<file path="src/rtl/seqdet_arb.sv">
// seqdet_arb: round-robin sequencer sharing one serial pattern detector among
// NREQ frame sources; streams the granted frame MSB-first and counts hits.
//
// Ports:
//   clk        in   rising-edge clock
//   rst        in   synchronous active-low reset
//   req        in   [NREQ]          per-requester request
//   frame_data in   [NREQ*FRAME_W]  requester i frame at [i*FRAME_W +: FRAME_W]
//   gnt        out  [NREQ]          registered one-hot grant
//   det_x      out  serial bit to detector
//   det_rst    out  detector reset, active-low
//   det_z      in   detector hit flag (combinational from det_x)
//   done       out  one-cycle frame-finished pulse
//   done_id    out  [ID_W]   reported requester id
//   hit_cnt    out  [CNT_W]  saturating hit count for the frame
//
// Build option: define SEQDET_ARB_FIXED_PRIO_EN for fixed-priority arbitration
// (lowest index wins, no round-robin pointer). Default is round-robin.

module seqdet_arb #(
  parameter int NREQ    = 4,
  parameter int FRAME_W = 8,
  parameter int CNT_W   = 4,
  parameter int ID_W    = 2
) (
  input  logic                      clk,
  input  logic                      rst,
  input  logic [NREQ-1:0]           req,
  input  logic [NREQ*FRAME_W-1:0]   frame_data,
  output logic [NREQ-1:0]           gnt,
  output logic                      det_x,
  output logic                      det_rst,
  input  logic                      det_z,
  output logic                      done,
  output logic [ID_W-1:0]           done_id,
  output logic [CNT_W-1:0]          hit_cnt
);

  localparam int BC_W = (FRAME_W > 1) ? $clog2(FRAME_W) : 1;

  localparam logic [BC_W-1:0] LAST_BIT = BC_W'(FRAME_W - 1);
  localparam logic [ID_W-1:0] LAST_ID  = ID_W'(NREQ - 1);
  localparam logic [NREQ-1:0] GNT0     = NREQ'(1);
  localparam logic [CNT_W-1:0] CNT_MAX = '1;

  typedef enum logic [1:0] {
    S_IDLE,
    S_CLR,
    S_SHIFT,
    S_REPORT
  } state_t;

  state_t               r_state;
  logic [NREQ-1:0]      r_gnt;
  logic [FRAME_W-1:0]   r_shift;
  logic [ID_W-1:0]      r_id;
  logic [BC_W-1:0]      r_bit_cnt;
  logic [CNT_W-1:0]     r_acc;
  logic                 r_done;
  logic [ID_W-1:0]      r_done_id;
  logic [CNT_W-1:0]     r_hit_cnt;

  logic [ID_W-1:0]      w_pick_id;
  logic [FRAME_W-1:0]   w_frame;
  logic [CNT_W-1:0]     w_acc_nxt;

`ifndef SEQDET_ARB_FIXED_PRIO_EN
  localparam int REQ_W = 1 << ID_W;
  localparam logic [ID_W:0] NREQ_X = (ID_W+1)'(NREQ);

  logic [ID_W-1:0]      r_rr_ptr;
  logic [REQ_W-1:0]     w_req_ext;
  logic [ID_W:0]        w_idx;
  logic                 w_found;

  // Widened so any ID_W-bit index stays in range.
  assign w_req_ext = REQ_W'(req);

  // Scan upward from the pointer, wrapping modulo NREQ.
  always_comb begin
    w_found   = 1'b0;
    w_pick_id = '0;
    w_idx     = '0;
    for (int k = 0; k < NREQ; k++) begin
      w_idx = {1'b0, r_rr_ptr} + (ID_W+1)'(k);
      if (w_idx >= NREQ_X) w_idx = w_idx - NREQ_X;
      if (!w_found && w_req_ext[w_idx[ID_W-1:0]]) begin
        w_found   = 1'b1;
        w_pick_id = w_idx[ID_W-1:0];
      end
    end
  end
`else
  // Downward scan so the lowest set index is the last one written.
  always_comb begin
    w_pick_id = '0;
    for (int k = NREQ - 1; k >= 0; k--) begin
      if (req[k]) w_pick_id = ID_W'(k);
    end
  end
`endif

  always_comb begin
    w_frame = '0;
    for (int k = 0; k < NREQ; k++) begin
      if (w_pick_id == ID_W'(k))
        w_frame = frame_data[k*FRAME_W +: FRAME_W];
    end
  end

  // det_z refers to the bit currently on det_x, so fold it in this cycle.
  always_comb begin
    w_acc_nxt = r_acc;
    if (det_z && (r_acc != CNT_MAX))
      w_acc_nxt = r_acc + CNT_W'(1);
  end

  always_ff @(posedge clk) begin
    if (!rst) begin
      r_state   <= S_IDLE;
      r_gnt     <= '0;
      r_shift   <= '0;
      r_id      <= '0;
      r_bit_cnt <= '0;
      r_acc     <= '0;
      r_done    <= 1'b0;
      r_done_id <= '0;
      r_hit_cnt <= '0;
`ifndef SEQDET_ARB_FIXED_PRIO_EN
      r_rr_ptr  <= '0;
`endif
    end else begin
      r_done <= 1'b0;
      unique case (r_state)
        S_IDLE: begin
          if (|req) begin
            r_gnt   <= GNT0 << w_pick_id;
            r_shift <= w_frame;
            r_id    <= w_pick_id;
            r_state <= S_CLR;
          end
        end
        S_CLR: begin
          r_bit_cnt <= '0;
          r_acc     <= '0;
          r_state   <= S_SHIFT;
        end
        S_SHIFT: begin
          r_shift   <= r_shift << 1;
          r_acc     <= w_acc_nxt;
          r_bit_cnt <= r_bit_cnt + BC_W'(1);
          if (r_bit_cnt == LAST_BIT) begin
            r_state   <= S_REPORT;
            r_done    <= 1'b1;
            r_done_id <= r_id;
            r_hit_cnt <= w_acc_nxt;
            r_gnt     <= '0;
`ifndef SEQDET_ARB_FIXED_PRIO_EN
            r_rr_ptr  <= (r_id == LAST_ID) ? '0 : r_id + ID_W'(1);
`endif
          end
        end
        S_REPORT: begin
          r_state <= S_IDLE;
        end
        default: begin
          r_state <= S_IDLE;
        end
      endcase
    end
  end

  assign gnt     = r_gnt;
  assign done    = r_done;
  assign done_id = r_done_id;
  assign hit_cnt = r_hit_cnt;

  // Detector is held in reset during CLR and while our own reset is low.
  assign det_rst = rst & (r_state != S_CLR);
  assign det_x   = (r_state == S_SHIFT) & r_shift[FRAME_W-1];

endmodule
</file>
<file path="config.mk">
export PLATFORM = sky130hd
export DESIGN_NAME = seqdet_arb
export DESIGN_NICKNAME = d
export VERILOG_FILES = /design/src/rtl/seqdet_arb.sv
export SDC_FILE = /design/constraint.sdc
export NUM_CORES = 1
export LEC_CHECK = 0
export ABC_AREA = 1
export CORE_ASPECT_RATIO = 2
export CORE_MARGIN = 10
export CORE_UTILIZATION = 49
export DETAILED_ROUTE_END_ITERATION = 10
export GPL_TIMING_DRIVEN = 1
export PLACE_DENSITY_LB_ADDON = 0.2
export SLEW_MARGIN = 20
export SYNTH_ARGS = -nofsm -noshare
export SYNTH_HDL_FRONTEND = slang
export SYNTH_SLANG_ARGS = --single-unit
</file>
<file path="constraint.sdc">
create_clock -name clk -period 2.13 [get_ports clk]
set_clock_uncertainty 0.15 [all_clocks]
set_input_delay 0.639 -clock clk [delete_from_list [all_inputs] [get_ports clk]]
set_output_delay 0.639 -clock clk [all_outputs]
set_load 0.03 [all_outputs]
</file>
==> impl_metrics.json, run 1 <==
{
  "run_status": "finished clean",
  "rrSetupSlack_ns": 0.01,
  "final_antenna_net_count": 0,
  "die_area_um2": 7270,
  "cp_max_fo": 8,
  "clk_latency_ns": 0.29,
  "synth_cell_types": 31,
  "setup_slack_ns": 0.0139,
  "finalHoldViolations": 0,
  "synth-edff-count": 0,
  "end_kind": "flop",
  "initial_core_util_pct": 50.1,
  "criticalPathCategory": "reg -> reg",
  "drt_iter0_drc": 133,
  "routed-via-count": 2225,
  "drv_cap": 0,
  "synthXorXnorAreaFrac_pct": 0.864,
  "netlist_instances": 306,
  "p_leak_nw": 1.47,
  "cts_made_buffers": 5,
  "yosys.area_share.adder_pct": 4.94,
  "clk_path_buf_depth": 2,
  "clock-root-buffer": "clkbuf_8",
  "grt_pass1_wl_um": 9960,
  "holdPathStages": 2,
  "rsz0062_at_grt": "true",
  "synthArstFlopShare_pct": 0,
  "core_area_um2": 4050,
  "vias_per_cell": 5.07,
  "finalCriticalPeriod_ns": 2.12,
  "ys_ff_latch": 32,
  "worst-slew-pin-transition_ns": 0.336,
  "port_buffers": 51,
  "num_antenna_cells": 0,
  "cts_tree": "built",
  "slew_viol_final": 0,
  "routed_wirelength_um": 6310,
  "dp_worst_setup_slack_ns": -0.610,
  "r2r_cells": 12,
  "crit_path_start_kind": "flop",
  "routedWlPerCell_um": 14.4,
  "rows": 33,
  "globalplace.congestion": 0.879,
  "vdd_ir_drop_max_mv": 0.673,
  "ys_seq_area_share_pct": 31.6,
  "grt_max_degree": 23,
  "htree_levels": 2,
  "drt_pass1_iterations": 4,
  "die_h_um": 111,
  "required_ns": 2.20,
  "power.switching_mw": 0.954,
  "grt_usage_pct": 16.8,
  "p_sw_share_pct": 40.1,
  "path_clk_slew_ns": 0.07,
  "synth_nets": 353,
  "synth_top_family_by_area": "simple AND/OR/NAND/NOR gates",
  "power_frac_comb_pct": 47.7,
  "dp_cells": 422,
  "setup_viol": 0,
  "placed_cell_area_um2": 2720,
  "mostFrequentLayoutCells": "nand2_1 (72), clkdlybuf4s50_1 (38), nor2_1 (32), dfxtp_1 (30)",
  "final.period_utilization_pct": 99.3,
  "synth_compound_area_share_pct": 17.8,
  "p_int_mw": 1.42,
  "drt_drc_violations_left": 0,
  "pwr-share-clk_pct": 21.3,
  "crit_top_cell": "nand2_2",
  "synth_warnings": 0,
  "muxShareOfSynthArea_pct": 0,
  "synth_simple_gate_area_share_pct": 35.5,
  "grt_antenna_before_repair": 0,
  "post-dp-hpwl_um": 4790,
  "num_io_pins": 52,
  "cts.sinks": 32,
  "p_per_area_nw_per_um2": 800,
  "drive_above_1_share_pct": 25.1,
  "slew_headroom_pct": 77.6,
  "crit_path_max_incr_delay_ns": 0.36,
  "syn_avg_cell_area_um2": 6.63,
  "p_seq_share_pct": 31.0,
  "grt_pass1_vias": 2164,
  "nNetsFinal": 433,
  "worstPathCellList": "buf_6 > nand2_2 > nand2_2 > nand2_2 > nand2_4 > o211ai_1 > nand2_4 > buf_12 > nor2_4 > buf_4 > nand2_1 > a21oi_1",
  "final_area_um2": 2970,
  "die_w_um": 65.5,
  "min_path_type": "reg -> reg",
  "final_common_cell": "nand2_1",
  "synthesis.area_um2": 2030,
  "fmax_mhz": 473,
  "p_total_mw": 2.38,
  "synth-main-ff-cell": "dfxtp_1",
  "syn2layout_area_growth_pct": 46.6,
  "critPathSlowestCell": "dfxtp_4",
  "grt_overflow": 0,
  "crit_arrival_ns": 2.19,
  "stdcell_count": 439
}
[synthesized netlist by cell type (all sizes together), types with 3 or more instances]
master | count | area (µm²)
nand2 | 92 | 373
nor2 | 37 | 178
inv | 35 | 131
dfxtp | 32 | 641
o21ai | 27 | 161
a21oi | 25 | 129
nand3 | 21 | 115
ha | 8 | 100
clkbuf | 5 | 18.8
buf | 4 | 38.8
o22ai | 4 | 25.0
or2 | 3 | 18.8
[flip-flops by register name, indices dropped and copies added, names as in the netlist]
signal     flops
r_state        2
done_id        2
r_rr_ptr       2
r_id           2
r_bit_cnt      3
hit_cnt        4
gnt            4
done           1
r_shift        8
r_acc          4
[worst max-delay path, delay by kind of cell, from the launching register on]
kind	cells	cell delay [ns]
DFF	1	0.36
AOI/OAI and AO/OA	2	0.41
and+or+nand+nor	7	0.65
buffers and inverters	3	0.45
[layer usage]
layer	vias to the layer above	routed length, µm	GRT usage [%]
li1	1145	-	-
met1	1007	2450	16.6
met2	57	3510	31.4
met3	16	171	3.04
met4	0	176	7.90
met5	-	0	0
[power groups by stage]
stage / combinational (mW) / sequential, mW / clock, mW
after floorplan: 0.663 / 0.764 / 0
after global placement: 1.06 / 0.751 / 0
after detailed placement: 1.07 / 0.754 / 0
after CTS: 1.10 / 0.740 / 0.515
after global routing: 1.26 / 0.747 / 0.536
final: 1.13 / 0.736 / 0.507
[final cells by class]
class | instances | area (µm²)
Multi-Input combinational cell | 230 | 1260
Fill cell | 344 | 1070
Timing Repair Buffer | 82 | 764
Sequential cell | 32 | 648
Inverter | 35 | 134
Clock buffer | 6 | 82.6
Tap cell | 52 | 65.1
Clock inverter | 2 | 15.0
[logic make-up (layout without fill, tap and decap cells)]
logic type                 count (synthesis)  count (layout)
and+or+nand+nor                          158             158
adders and majority gates                  8               8
DFF                                       32              32
buffers and inverters                     44             125
AOI/OAI and AO/OA                         62              62
xor gates and xnor gates                   2               2
[per-stage QoR]
stage | setup TNS, ns | hold slack (ns) | util (%)
2_1_floorplan | 0 | 0.295 | -
3_3_place_gp | -6.34 | 0.308 | 67.2
3_5_place_dp | -7.56 | 0.313 | 67.2
4_1_cts | 0 | 0.324 | 71.1
5_1_grt | -0.500 | 0.338 | 73.5
6_report | 0 | 0.318 | 73.5
[repair_timing]
action / CTS / global route
gates resized for setup: 16 / 36
pin swaps: 14 / 18
cloned: 0 / 0
setup endpoints to repair: 16 / 16
buffers inserted: 5 / 4
hold buffers: 0 / 0
[worst paths after layout]
check,from,end
worst min register to register,gnt[3],gnt[3]
worst max-delay path,r_rr_ptr[0],gnt[1]
worst max register to register,r_rr_ptr[0],gnt[1]
worst min-delay path,gnt[3],gnt[3]
No activity file was read; power rests on OpenSTA's default activity.
==> run 2: changes to the inputs <==
SETUP_SLACK_MARGIN = 0.4   (was unset)
==> impl_metrics.json, run 2 (synthesized netlist as in run 1, its figures left out) <==
{
  "cts.sinks": 32,
  "drive_above_1_share_pct": 38.4,
  "syn2layout_area_growth_pct": 56.6,
  "p_per_area_nw_per_um2": 803,
  "final.period_utilization_pct": 99.4,
  "crit_arrival_ns": 2.19,
  "crit_family": "simple AND/OR/NAND/NOR gates",
  "grt_overflow": 0,
  "routed-via-count": 2335,
  "grt_usage_pct": 18.2,
  "placed_cell_area_um2": 2800,
  "fmax_mhz": 472,
  "mostFrequentLayoutCells": "nand2_1 (59), buf_4 (34), nor2_1 (32), clkdlybuf4s50_1 (32), dfxtp_1 (26)",
  "port_buffers": 51,
  "vias_per_cell": 5.25,
  "setup_viol": 0,
  "globalplace.congestion": 0.849,
  "min_path_type": "reg -> reg",
  "crit_top_cell": "nand2_2",
  "clk_path_buf_depth": 2,
  "clk_latency_ns": 0.29,
  "vdd_ir_drop_max_mv": 0.759,
  "core_area_um2": 4050,
  "worst-slew-pin-transition_ns": 0.312,
  "required_ns": 2.20,
  "critPathSlowestCell": "dfxtp_4",
  "rsz0062_at_grt": "true",
  "cts_made_buffers": 5,
  "path_buf_inv": 2,
  "drt_drc_violations_left": 0,
  "cp_max_fo": 8,
  "whs_ns": 0.322,
  "die_area_um2": 7270,
  "die_h_um": 111,
  "crit_path_max_incr_delay_ns": 0.37,
  "slew_headroom_pct": 79.2,
  "grt_pass1_wl_um": 10700,
  "largest_reg_flops": 8,
  "final_common_cell": "nand2_1",
  "criticalPathCategory": "reg -> reg",
  "final_antenna_net_count": 0,
  "p_leak_nw": 1.46,
  "rows": 33,
  "path_clk_slew_ns": 0.07,
  "final_area_um2": 3180,
  "slew_viol_final": 0,
  "drt_pass1_iterations": 5,
  "finalHoldViolations": 0,
  "regMostFlops": "r_shift",
  "post-dp-hpwl_um": 4830,
  "num_antenna_cells": 0,
  "nFillCells": 293,
  "routed_wirelength_um": 6960,
  "grt_antenna_before_repair": 0,
  "initial_core_util_pct": 50.1,
  "worstPathCellList": "buf_6 > nand2_2 > nand2_2 > nand2_2 > nand2_4 > nor2_4 > nand3b_2 > nand2_2 > nor2_4 > buf_4 > nor2_8 > nand3_1 > nand2_1 > a21oi_1 > nor2_1",
  "end_kind": "flop",
  "cts_hold_buf": 0,
  "htree_levels": 2,
  "clock-root-buffer": "clkbuf_8",
  "drt_iter0_drc": 98,
  "crit_path_start_kind": "flop",
  "num_io_pins": 52,
  "cts_tree": "built",
  "drv_cap": 0,
  "r2r_start": "r_rr_ptr[0]",
  "grt_max_degree": 23,
  "finalCriticalPeriod_ns": 2.12,
  "multiInputGateArea_um2": 1430,
  "cp-startpoint": "r_rr_ptr[0]",
  "grt_pass1_vias": 2335,
  "nNetsFinal": 440,
  "seq_area_um2": 656,
  "routedWlPerCell_um": 15.6,
  "run_status": "finished clean",
  "die_w_um": 65.5,
  "min_from": "r_bit_cnt[1]"
}
[run 2: cell count changes in the layout (fill, tap and decap cells not counted), sizes merged]
cell / before / now
clkdlybuf4s15: 0 / 4
clkinvlp: 2 / 1
dlygate4sd2: 2 / 1
clkbuf: 10 / 6
buf: 33 / 51
dlymetal6s2s: 5 / 0
clkinv: 0 / 1
clkdlybuf4s50: 38 / 32
[run 2: repair_timing]
action,4_1_cts,5_1_grt
pin swaps,24,9
resized for setup,96,42
buffers inserted,13,3
endpoints found under the setup margin,32,28
[run 2: routing by layer]
metal / GRT usage, % / routed length (µm) / vias up
met4: 7.90 / 249 / 0
met1: 16.3 / 2490 / 1079
met3: 3.54 / 247 / 23
met5: 0 / 0 / -
li1: - / - / 1155
met2: 35.9 / 3970 / 78
[run 2: layout make-up]
cell class	count	share of cell area, %
Multi-Input combinational cell	230	45.0
Clock buffer	5	2.17
Clock inverter	2	0.394
Timing Repair Buffer	89	25.1
Tap cell	52	2.05
Sequential cell	32	20.6
Inverter	35	4.69
[run 2: worst paths after layout]
kind         slack, ns            to  cells past startpoint
min               0.32  r_bit_cnt[1]                      2
max reg2reg       0.01    r_shift[6]                     15
max               0.01    r_shift[6]                     15
min reg2reg       0.32  r_bit_cnt[1]                      2
[run 2: power breakdown]
part           switching (mW)  internal, mW
Sequential             0.0742         0.704
Combinational           0.787         0.547
Clock                   0.218         0.221
[run 2: stage by stage]
stage / setup TNS, ns / cells / worst slack (ns) / power (mW) / util [%]
floorplan: 0 / 306 / 0.154 / 1.44 / -
global placement: -8.31 / 422 / -0.659 / 1.82 / 69.2
detailed placement: -8.73 / 422 / -0.668 / 1.85 / 69.2
CTS: 0 / 442 / 0.129 / 2.39 / 76.4
global route: -0.295 / 445 / -0.114 / 2.71 / 78.5
finish: 0 / 445 / 0.0120 / 2.55 / 78.5
[run 2: worst reg2reg max path: cells and delay by family (launching register included)]
| family | cells | cell delay (ns) |
|---|---|---|
| buffers and inverters | 2 | 0.27 |
| AOI/OAI and AO/OA | 1 | 0.05 |
| DFF | 1 | 0.37 |
| and+or+nand+nor | 12 | 1.22 |
